==> config.mk <==
export PLATFORM = sky130hd
export DESIGN_NAME = uart_regbank_ctrl_flat
export DESIGN_NICKNAME = d
export VERILOG_FILES = /design/src/rtl/uart_regbank_ctrl_if.sv /design/src/rtl/uart_regbank_ctrl.sv /design/src/flat_wrapper.sv
export SDC_FILE = /design/constraint.sdc
export NUM_CORES = 1
export LEC_CHECK = 0
export CORE_ASPECT_RATIO = 1.4
export CORE_UTILIZATION = 55
export DETAILED_ROUTE_END_ITERATION = 7
export PLACE_DENSITY = 0.76
export SYNTH_ARGS = -nofsm -noshare
export SYNTH_HDL_FRONTEND = slang
export SYNTH_SLANG_ARGS = --single-unit
==> constraint.sdc <==
create_clock -name clk -period 5.9 [get_ports clk]
set_input_delay 1.18 -clock clk [delete_from_list [all_inputs] [get_ports clk]]
set_output_delay 1.18 -clock clk [all_outputs]
set_load 0.01 [all_outputs]
==> src/rtl/uart_regbank_ctrl_if.sv <==
// uart_regbank_ctrl_if: byte-level rx/tx handshake between the RS232 cores and the register-bank controller.
interface uart_regbank_ctrl_if;
   logic [7:0] rxdw;
   logic rxrdy;
   logic txbusy;
   logic [7:0] txdw;
   logic txena;
   modport master(output rxdw, rxrdy, txbusy, input txdw, txena);
   modport slave(input rxdw, rxrdy, txbusy, output txdw, txena);
endinterface

==> src/rtl/uart_regbank_ctrl.sv <==
// uart_regbank_ctrl: decodes W/R byte frames from rx into a config register bank and serialises ACK/NAK/read data to tx.
module uart_regbank_ctrl #(
   parameter int NREGS = 4,
   parameter int DW = 16,
   parameter logic [7:0] WR_CMD = 8'h57,
   parameter logic [7:0] RD_CMD = 8'h52,
   parameter int TIMEOUT = 1000000
) (
   input  logic clk,
   input  logic rst,
   uart_regbank_ctrl_if.slave u,
   output logic [NREGS*DW-1:0] regs,
   output logic reg_wr,
   output logic [7:0] reg_addr,
   output logic busy,
   output logic err,
   output logic [2:0] sleds
);
   localparam int NB = DW / 8;
   localparam int TW = $clog2(TIMEOUT + 1);
   localparam logic [2:0] IDLE = 3'd0, GET_ADDR = 3'd1, GET_DATA = 3'd2, COMMIT = 3'd3,
                          RD_LOAD = 3'd4, TX_SEND = 3'd5, TX_WAIT = 3'd6, TX_DRAIN = 3'd7;
   logic [2:0] state;
   logic op;
   logic [7:0] addr, cnt;
   logic [TW-1:0] tmr;
   logic [DW-1:0] sr, txsr, rd_val;
   assign busy = state != IDLE;
   assign sleds = state;
   always_comb begin
      rd_val = '0;
      for (int k = 0; k < NREGS; k++) rd_val = (addr == 8'(k)) ? regs[k*DW +: DW] : rd_val;
   end
   // cnt counts received data bytes while writing, and bytes still to send while replying to a read
   always_ff @(posedge clk or negedge rst) begin
      if (!rst) begin
         state <= IDLE;
         op <= 1'b0;
         addr <= '0;
         cnt <= '0;
         tmr <= '0;
         sr <= '0;
         txsr <= '0;
         regs <= '0;
         u.txdw <= '0;
         u.txena <= 1'b0;
         reg_wr <= 1'b0;
         reg_addr <= '0;
         err <= 1'b0;
      end else begin
         u.txena <= 1'b0;
         reg_wr <= 1'b0;
         err <= 1'b0;
         case (state)
            IDLE: if (u.rxrdy && (u.rxdw == WR_CMD || u.rxdw == RD_CMD)) begin
               op <= u.rxdw == WR_CMD;
               cnt <= '0;
               tmr <= '0;
               state <= GET_ADDR;
            end
            GET_ADDR: if (u.rxrdy) begin
               addr <= u.rxdw;
               tmr <= '0;
               if (int'(u.rxdw) >= NREGS) begin
                  err <= 1'b1;
                  u.txdw <= 8'h15;
                  state <= TX_SEND;
               end else state <= op ? GET_DATA : RD_LOAD;
            end else if (tmr == TW'(TIMEOUT - 1)) begin
               err <= 1'b1;
               state <= IDLE;
            end else tmr <= tmr + TW'(1);
            GET_DATA: if (u.rxrdy) begin
               sr <= DW'({sr, u.rxdw});
               tmr <= '0;
               cnt <= (cnt == 8'(NB - 1)) ? 8'd0 : cnt + 8'd1;
               state <= (cnt == 8'(NB - 1)) ? COMMIT : GET_DATA;
            end else if (tmr == TW'(TIMEOUT - 1)) begin
               err <= 1'b1;
               state <= IDLE;
            end else tmr <= tmr + TW'(1);
            COMMIT: begin
               for (int k = 0; k < NREGS; k++) if (addr == 8'(k)) regs[k*DW +: DW] <= sr;
               reg_wr <= 1'b1;
               reg_addr <= addr;
               u.txdw <= 8'h06;
               state <= TX_SEND;
            end
            RD_LOAD: begin
               txsr <= rd_val;
               cnt <= 8'(NB);
               state <= TX_SEND;
            end
            TX_SEND: if (!u.txbusy) begin
               u.txena <= 1'b1;
               if (cnt != 8'd0) begin
                  u.txdw <= txsr[DW-1 -: 8];
                  txsr <= txsr << 8;
                  cnt <= cnt - 8'd1;
               end
               state <= TX_WAIT;
            end
            TX_WAIT: state <= TX_DRAIN;
            default: if (!u.txbusy) state <= (cnt != 8'd0) ? TX_SEND : IDLE;
         endcase
      end
   end
endmodule

==> src/flat_wrapper.sv <==
// flat-port wrapper written by rule: the top's interface ports become plain ports
module uart_regbank_ctrl_flat 
#(
   parameter int NREGS = 4,
   parameter int DW = 16,
   parameter logic [7:0] WR_CMD = 8'h57,
   parameter logic [7:0] RD_CMD = 8'h52,
   parameter int TIMEOUT = 1000000
)
  (clk, rst, regs, reg_wr, reg_addr, busy, err, sleds, u_rxdw, u_rxrdy, u_txbusy, u_txdw, u_txena);
  uart_regbank_ctrl_if u_i ();
  input  logic clk;
  input  logic rst;
  output logic [NREGS*DW-1:0] regs;
  output logic reg_wr;
  output logic [7:0] reg_addr;
  output logic busy;
  output logic err;
  output logic [2:0] sleds;
  input wire logic [$bits(u_i.rxdw)-1:0] u_rxdw;
  input wire logic [$bits(u_i.rxrdy)-1:0] u_rxrdy;
  input wire logic [$bits(u_i.txbusy)-1:0] u_txbusy;
  output wire logic [$bits(u_i.txdw)-1:0] u_txdw;
  output wire logic [$bits(u_i.txena)-1:0] u_txena;
  assign u_i.rxdw = u_rxdw;
  assign u_i.rxrdy = u_rxrdy;
  assign u_i.txbusy = u_txbusy;
  assign u_txdw = u_i.txdw;
  assign u_txena = u_i.txena;
  uart_regbank_ctrl #(.NREGS(NREGS), .DW(DW), .WR_CMD(WR_CMD), .RD_CMD(RD_CMD), .TIMEOUT(TIMEOUT)) u_core (.clk(clk), .rst(rst), .u(u_i), .regs(regs), .reg_wr(reg_wr), .reg_addr(reg_addr), .busy(busy), .err(err), .sleds(sleds));
endmodule
# After elaboration in Yosys (flattened, before gate mapping)
# Index checks and enable logic that the tools add are counted.
# W data, S select, Z words.
[word_totals]
ff_bits = 155
output_inout_bits = 87
in_bits = 12
wordCells = 106
[classes]
add_sub_neg = 3
eq_ne = 21
reduce_logical = 24
order_cmp = 1
muxes = 41
[op_table]
columns = ["operator", "count"]
rows = [
  ["$mux W16", 6],
  ["$mux W8", 9],
  ["$mux W20", 3],
  ["$pmux W20 S2", 1],
  ["$pmux W16 S2", 1],
  ["$pmux W8 S4", 1],
  ["$mux W3", 9],
  ["$pmux W8 S3", 1],
  ["$add A20 B1 Y20 const B", 1],
  ["$eq A20 B20 Y1 const B", 1],
  ["$pmux W3 S6", 1],
  ["$eq A8 B1 Y1 const B", 2],
  ["$eq A8 B2 Y1 const B", 2],
  ["$eq A8 B7 Y1 const B", 2],
  ["$reduce_and A2 Y1", 7],
  ["$reduce_and A5 Y1", 2],
  ["$eq A3 B3 Y1 const B", 3],
  ["$reduce_and A3 Y1", 3],
  ["$add A8 B1 Y8 const B", 1],
  ["$ge A8 B3 Y1 const B", 1],
  ["$logic_not A8 Y1", 1],
  ["$mux W1", 8],
  ["$reduce_bool A8 Y1", 1],
  ["$sub A8 B1 Y8 const B", 1],
  ["other kinds (14)", 22],
]

# Logic depth before layout (Yosys ltp)
# Gate-level depths: netlist (run 1).
[logic_depth]
depth_word = 6
mapped_depth = 8
depth_no_buf = 7

# Least setup slack after synthesis (run 1)
# OpenSTA, ideal clock, no wires.
[synth_path]
path_kind = "input-to-reg"
startpoint = "in u_rxdw[7]"
endpoint = "reg u_core.tmr[12]"
setup_ns = 0.077
t_arrival_ns = 2.752
required_ns = 5.823
path_buffers = 0
stages = 5
setup_slack_ns = 3.071
path_cell_list = "or4b_4 o21ai_4 o2111ai_4 or4_1 a21oi_1"
[synth_between]
elab_chain_len = 5
[synth_rtl]
columns = ["item", "line", "source"]
rows = [
  ["from (decl)", "flat_wrapper.sv:20", "input wire logic [$bits(u_i.rxdw)-1:0] u_rxdw;"],
  ["$eq A8 B7 Y1", "uart_regbank_ctrl.sv:55", "IDLE: if (u.rxrdy && (u.rxdw == WR_CMD || u.rxdw == RD_CMD)) begin"],
  ["$logic_or A1 B1 Y1 (*)", "uart_regbank_ctrl.sv:55", ""],
  ["$logic_and A1 B1 Y1 (*)", "uart_regbank_ctrl.sv:55", ""],
  ["$ne A2 B1 Y1 (no source line) (*)", "--", ""],
  ["$reduce_and A3 Y1 (no source line) (*)", "--", ""],
  ["to (signal assigned)", "uart_regbank_ctrl.sv:72", "end else tmr <= tmr + TW'(1);"],
  ["to (signal assigned)", "uart_regbank_ctrl.sv:81", "end else tmr <= tmr + TW'(1);"],
  ["to (decl)", "uart_regbank_ctrl.sv:26", "logic [TW-1:0] tmr;"],
]
# Mark *: on every way between the ends. The rest lies on a longest branch, timed or not.
# A chain may end at the register's enable or synchronous reset.

# Final worst setup path (run 1)
[layout_path]
startpoint = "reg u_core.state[2], in the netlist u_core.sleds[2]"
endpoint = "out busy"
[layout_between]
elab_chain_len = 1
[layout_rtl]
columns = ["item", "line", "source"]
rows = [
  ["from (decl)", "uart_regbank_ctrl.sv:23", "logic [2:0] state;"],
  ["from (signal assigned)", "uart_regbank_ctrl.sv:68", "end else state <= op ? GET_DATA : RD_LOAD;"],
  ["from (signal assigned)", "uart_regbank_ctrl.sv:77", "state <= (cnt == 8'(NB - 1)) ? COMMIT : GET_DATA;"],
  ["from (signal assigned)", "uart_regbank_ctrl.sv:104", "default: if (!u.txbusy) state <= (cnt != 8'd0) ? TX_SEND : IDLE;"],
  ["$reduce_bool A3 Y1", "uart_regbank_ctrl.sv:28", "assign busy = state != IDLE;"],
  ["to (decl)", "flat_wrapper.sv:17", "output logic busy;"],
]
# No other way between the ends.

==> flow_summary.ini, run 1 <==
[worst_setup_path]
r2r-end = u_core.regs[20]
r2r-start = u_core.sleds[1]
critical_path.slowest_cell = dfrtp_1
cp-end-kind = output port
worstPathMaxFanout = 16
crit_cells = 3
crit_arrival_ns = 2.18
setup.worst_path.start = u_core.sleds[2]
reg2reg_slack_ns = 2.89
critical-path-top-delay-family = buffers and inverters
crit_buf_inv = 2
path_class = register to output port
rr_worst_depth = 4
required_ns = 4.72
worstSetupEndpoint = busy
crit_path_max_incr_delay_ns = 0.65
crit_chain = inv_1 > nand2_1 > clkdlybuf4s50_1
start_kind = register

[global_routing]
grt_usage_pct = 28.3
antenna_found_initial = 0
grtUsageMet3_pct = 6.57
grt_max_degree = 123
grt.overflow.total = 0
grt_pass1_vias = 5542
grtUsageMet2_pct = 49.1
grt_pass1_wl_mm = 29.5
grt-busiest-layer = met2
globalRouteMet1Util_pct = 33.7

[synthesis]
synth_top_family_by_area = multiplexers
synth_adder_area_share_pct = 0.858
synth_seq_cells = 155
synthArstFlopShare_pct = 100
avgSynthCellArea_um2 = 11.7
syn_nets = 642
yosysMostFrequentCell = dfrtp_1
ys_types = 55
synth_xor_area_share_pct = 0.360
yosys-mux-area-fraction_pct = 18.2
yosys_warnings = 0
ys_top_cells_by_count = dfrtp_1 (155), mux2_2 (101), nand2_1 (55)
synth_top_area_cell = dfrtp_1
synth_compound_area_share_pct = 13.1
synth_top_cell_area_share_pct = 53.2
yosys.area_share.simple_pct = 11.8
synth_edf_count = 0
ys.flop_type = dfrtp_1
synth.area.top_cells = dfrtp_1 (53%), mux2_2 (16%), o21ai_0 (3.0%)
syn_inst = 625
synth_area_mm2 = 0.00729
yosysSeqAreaShare_pct = 53.2

[die]
ioPinCount = 99
num_rows = 49
core_area_mm2 = 0.0129
fp.dieW_um = 99.3
start_util_pct = 56.7
die_height_um = 138
die_area_mm2 = 0.0137

[sta]
skew_ns = 0.00645
min_period_over_period_pct = 56.9
period_minus_slack_ns = 3.36
worst-slew-pin-transition_ns = 1.11
finalHoldViolCount = 0
setup_viol = 0
relSlewSlack_pct = 25.7
finalSetupTns_ns = 0
max_freq_ghz = 0.298
slew_violations = 0
rsz0062_at_grt = no

[clocking]
postCtsHoldBufs = 0
post_cts_buffers = 0
cts-htree-levels = 4
clk_latency_ns = 0.43
cts.clk_slew.worst_paths_ns = 0.06
cts_root_buffer = clkbuf_16
clock-sinks = 155
cts_resized = 0
cts_buffer_depth = 2
tritoncts = done
cts_made_buffers = 17

[placed_design]
placed_cell_area_mm2 = 0.00840
place_inst = 852
gp_congestion = 0.809
dp_hpwl_mm = 12.4
place.port_buffers = 98

[pwr]
cellLeakagePower_uw = 0.00393
pwr_density_cell_mw_per_mm2 = 421
peakVddDrop_mv = 0.240

[cells_and_area]
final_cell_area_mm2 = 0.00902
final_cell_count_no_fill = 884
layout.nets = 735
drive_above_1_share_pct = 21.9
diodes = 0
syn_to_final_growth_pct = 23.7

[outcome]
status = finished clean

[run]
max_cap_viol_count = 0

[detailed_routing]
avgViaCountPerCell = 6.23
wl_mm = 18.6
drt_iter0_markers = 312
drtPass1Iterations = 5
drc = 0
drtAntennaViolNets = 0
dr_total_vias = 5509
post_drt_wl_per_cell_um = 21.0

[hold_path]
min_from = u_core.u.txdw[5]
hold_class = register to register
==> report_power, final <==
group / internal, uW / switching (uW) / total (uW) / leakage [uW]
Combinational: 510 / 592 / 1100 / 0.00153
Sequential: 1260 / 283 / 1550 / 0.00210
Clock: 686 / 467 / 1150 / 0.000308
Total: 2460 / 1340 / 3800 / 0.00393
==> kinds of logic after synthesis <==
| family | Yosys count |
|---|---|
| AO/OA/AOI/OAI | 141 |
| multiplexers | 110 |
| buffers and inverters | 46 |
| flip-flops | 155 |
| adder cells (fa/ha/maj) | 5 |
| AND/OR/NAND/NOR | 165 |
| XOR/XNOR | 3 |
==> sequential cells by signal (all words and copies together), names as in the netlist <==
register and count:
u_core.u.txdw 8, u_core.tmr 20, u_core.cnt 8, u_core.op 1, u_core.regs 64, u_core.addr 8, u_core.sr 16, u_core.u.txena 1
u_core.reg_wr 1, u_core.txsr 16, u_core.reg_addr 8, u_core.err 1, u_core.sleds 3
==> worst min-delay path, stage by stage (launching register included) <==
cell and delay [ns]:
dfrtp_1 0.34, nand2_1 0.04, o21ai_0 0.05
==> cell usage in the layout (no fill, tap or decap), types with 13 or more instances in the layout <==
| master | count |
|---|---|
| nor2_1 | 27 |
| o21ai_0 | 44 |
| nand2_1 | 55 |
| inv_1 | 14 |
| o31ai_1 | 13 |
| dfrtp_1 | 155 |
| mux2_2 | 101 |
| clkbuf_16 | 17 |
| clkdlybuf4s50_1 | 97 |
| a21oi_1 | 28 |
| nand3_1 | 13 |
==> final cells by class <==
cell class                 count  area (um2)
inverter                      14        52.6
timing repair buffer         106        1040
sequential                   155        3880
clock buffer                  18         439
fill                         915        3850
multi-input combinational    424        3240
tap                          153         191
clock inverter                14         181
==> worst min path at each step <==
stage                       end  slack (ns)  cells past startpoint
3_3_place_gp     u_core.txsr[8]        0.46                      2
2_1_floorplan   u_core.txsr[12]        0.44                      2
6_report       u_core.u.txdw[5]        0.48                      2
4_1_cts        u_core.u.txdw[5]        0.48                      2
5_1_grt         u_core.txsr[10]        0.52                      2
3_5_place_dp   u_core.u.txdw[5]        0.47                      2
==> per-layer routing <==
metal,vias up,wire length [um]
li1,2522,-
met2,186,9990
met5,-,0
met4,0,408
met1,2768,7090
met3,33,1070
==> metrics by stage <==
stage          utilization [%]  setup WS (ns)  total power, uW  hold slack (ns)
2_1_floorplan                -           3.07             2180            0.445
3_3_place_gp              65.2           2.22             2610            0.458
3_5_place_dp              65.2           2.16             2640            0.474
4_1_cts                   70.1           2.56             3800            0.484
5_1_grt                   70.1           2.43             3980            0.521
6_report                  70.1           2.54             3800            0.476
(Power assumes the default switching activity.)
==> run 2: changes to the inputs <==
CORE_UTILIZATION = 50   (was 55)
PLACE_DENSITY = 0.73   (was 0.76)
clock period = 2.7 ns   (was 5.9 ns; I/O delays follow)
==> run 2 against run 1 <==
  * Register-to-register slack worse by 2.7 ns
  * Total power grew 120%
  * Global-route usage down 1.9 points
  * Clock-buffer cell count is the same
  * Critical path depth is the same
  * Via count rose by 3.6%
==> flow_summary.ini, run 2 (same netlist as run 1, synthesis figures left out) <==
[detailed_routing]
wl_mm = 19.0
dr_total_vias = 5708
drc = 0
drtAntennaViolNets = 0
drtPass1Iterations = 7
post_drt_wl_per_cell_um = 20.0
avgViaCountPerCell = 6.00
drt_iter0_markers = 275

[global_routing]
grt.overflow.total = 0
antenna_found_initial = 0
grt_pass1_wl_mm = 31.0
grt_max_degree = 64
grt_pass1_vias = 5902
grt_usage_pct = 26.4

[worst_setup_path]
crit_arrival_ns = 2.00
start_kind = register
required_ns = 2.16
worstPathMaxFanout = 10
path_class = register to output port
cp-end-kind = output port

[cells_and_area]
biggestRegsByFlops = u_core.regs (64), u_core.tmr (20)
drive_above_1_share_pct = 25.6
layout_commonest_cell = dfrtp_1
final_cell_count_no_fill = 951
diodes = 0
fillerInstances = 1091
layout.nets = 770
layout_common_cells = dfrtp_1 (154), mux2_2 (101), clkdlybuf4s50_1 (97), nand2_1 (55), o21ai_0 (44)
largest_reg_flops = 64
regMostFlops = u_core.regs
syn_to_final_growth_pct = 27.7

[clocking]
tritoncts = done
cts_root_buffer = clkbuf_16
clk_latency_ns = 0.43
cts_made_buffers = 17
post_cts_buffers = 0
cts.clk_slew.worst_paths_ns = 0.07
clock-sinks = 155
cts_buffer_depth = 2
cts-htree-levels = 4

[die]
fp.dieW_um = 104
die_area_mm2 = 0.0151
ioPinCount = 99
die_height_um = 145
num_rows = 51
core_area_mm2 = 0.0141
start_util_pct = 51.7

[pwr]
power_uw = 8380
cellLeakagePower_uw = 0.00408
pwr_density_cell_mw_per_mm2 = 899
peakVddDrop_mv = 0.492

[sta]
max_freq_ghz = 0.394
relSlewSlack_pct = 25.9
finalHoldViolCount = 0
skew_ns = 0.00721
setup_slack_ns = 0.163
setup_viol = 0
worst-slew-pin-transition_ns = 1.10
period_minus_slack_ns = 2.54
min_period_over_period_pct = 94.0
rsz0062_at_grt = no
slew_violations = 0

[placed_design]
place.port_buffers = 98
pre_cts_ws_ns = -0.112
place_inst = 919
gp_congestion = 0.832
dp_hpwl_mm = 13.3

[hold_path]
hold_class = input pin to async pin

[outcome]
status = finished clean

[run]
max_cap_viol_count = 0
-- run 2: timing repair --
item | 4_1_cts | 5_1_grt
gates resized for setup | 0 | 1
hold buffers | 0 | 0
endpoints found under the setup margin | 0 | 1
-- run 2: critical path, stage by stage, from the launching register on --
cell,delay (ns)
dfrtp_1,0.54
inv_1,0.28
nand2_1,0.20
clkdlybuf4s50_1,0.55
-- run 2: metrics by stage --
stage	area [um2]	TNS (ns)	hold slack (ns)	utilization [%]
6_report	9320	0	0.0956	66.1
5_1_grt	9320	0	0.136	66.1
4_1_cts	9320	0	0.109	66.1
3_5_place_dp	8730	-0.833	0.472	61.9
3_3_place_gp	8730	-0.306	0.460	61.9
2_1_floorplan	7290	0	0.244	-
-- run 2: per-layer routing --
metal | GRT usage (%) | routed length (um)
met1 | 30.3 | 7410
met2 | 46.0 | 9940
met3 | 6.38 | 1060
met4 | 12.4 | 573
met5 | 0 | 0
-- run 2: power breakdown --
| part | internal, uW | leakage, uW | total (uW) | switching, uW |
|---|---|---|---|---|
| Sequential | 2760 | 0.00209 | 3260 | 496 |
| Clock | 1330 | 0.000280 | 2360 | 1030 |
| Combinational | 1280 | 0.00170 | 2760 | 1470 |
-- run 2: final timing paths --
check,startpoint,to,slack [ns],cells past startpoint
max,u_core.sleds[2],busy,0.16,3
min,rst,u_core.cnt[4],0.1,1
max reg2reg,u_core.cnt[1],u_core.cnt[1],0.20,8
min reg2reg,u_core.reg_addr[0],u_core.reg_addr[0],0.48,2
max in group asynchronous,rst,u_core.regs[56],1.90,2
min in group clk,u_core.reg_addr[0],u_core.reg_addr[0],0.48,2
-- run 2: cell type report --
cell class / count / area (um2) / area share [%]
Multi-Input combinational cell: 424 / 3240 / 34.7
Clock inverter: 14 / 148 / 1.58
Clock buffer: 18 / 439 / 4.71
Timing Repair Buffer: 141 / 1330 / 14.3
Tap cell: 185 / 231 / 2.48
Inverter: 14 / 52.6 / 0.564
Sequential cell: 155 / 3880 / 41.6
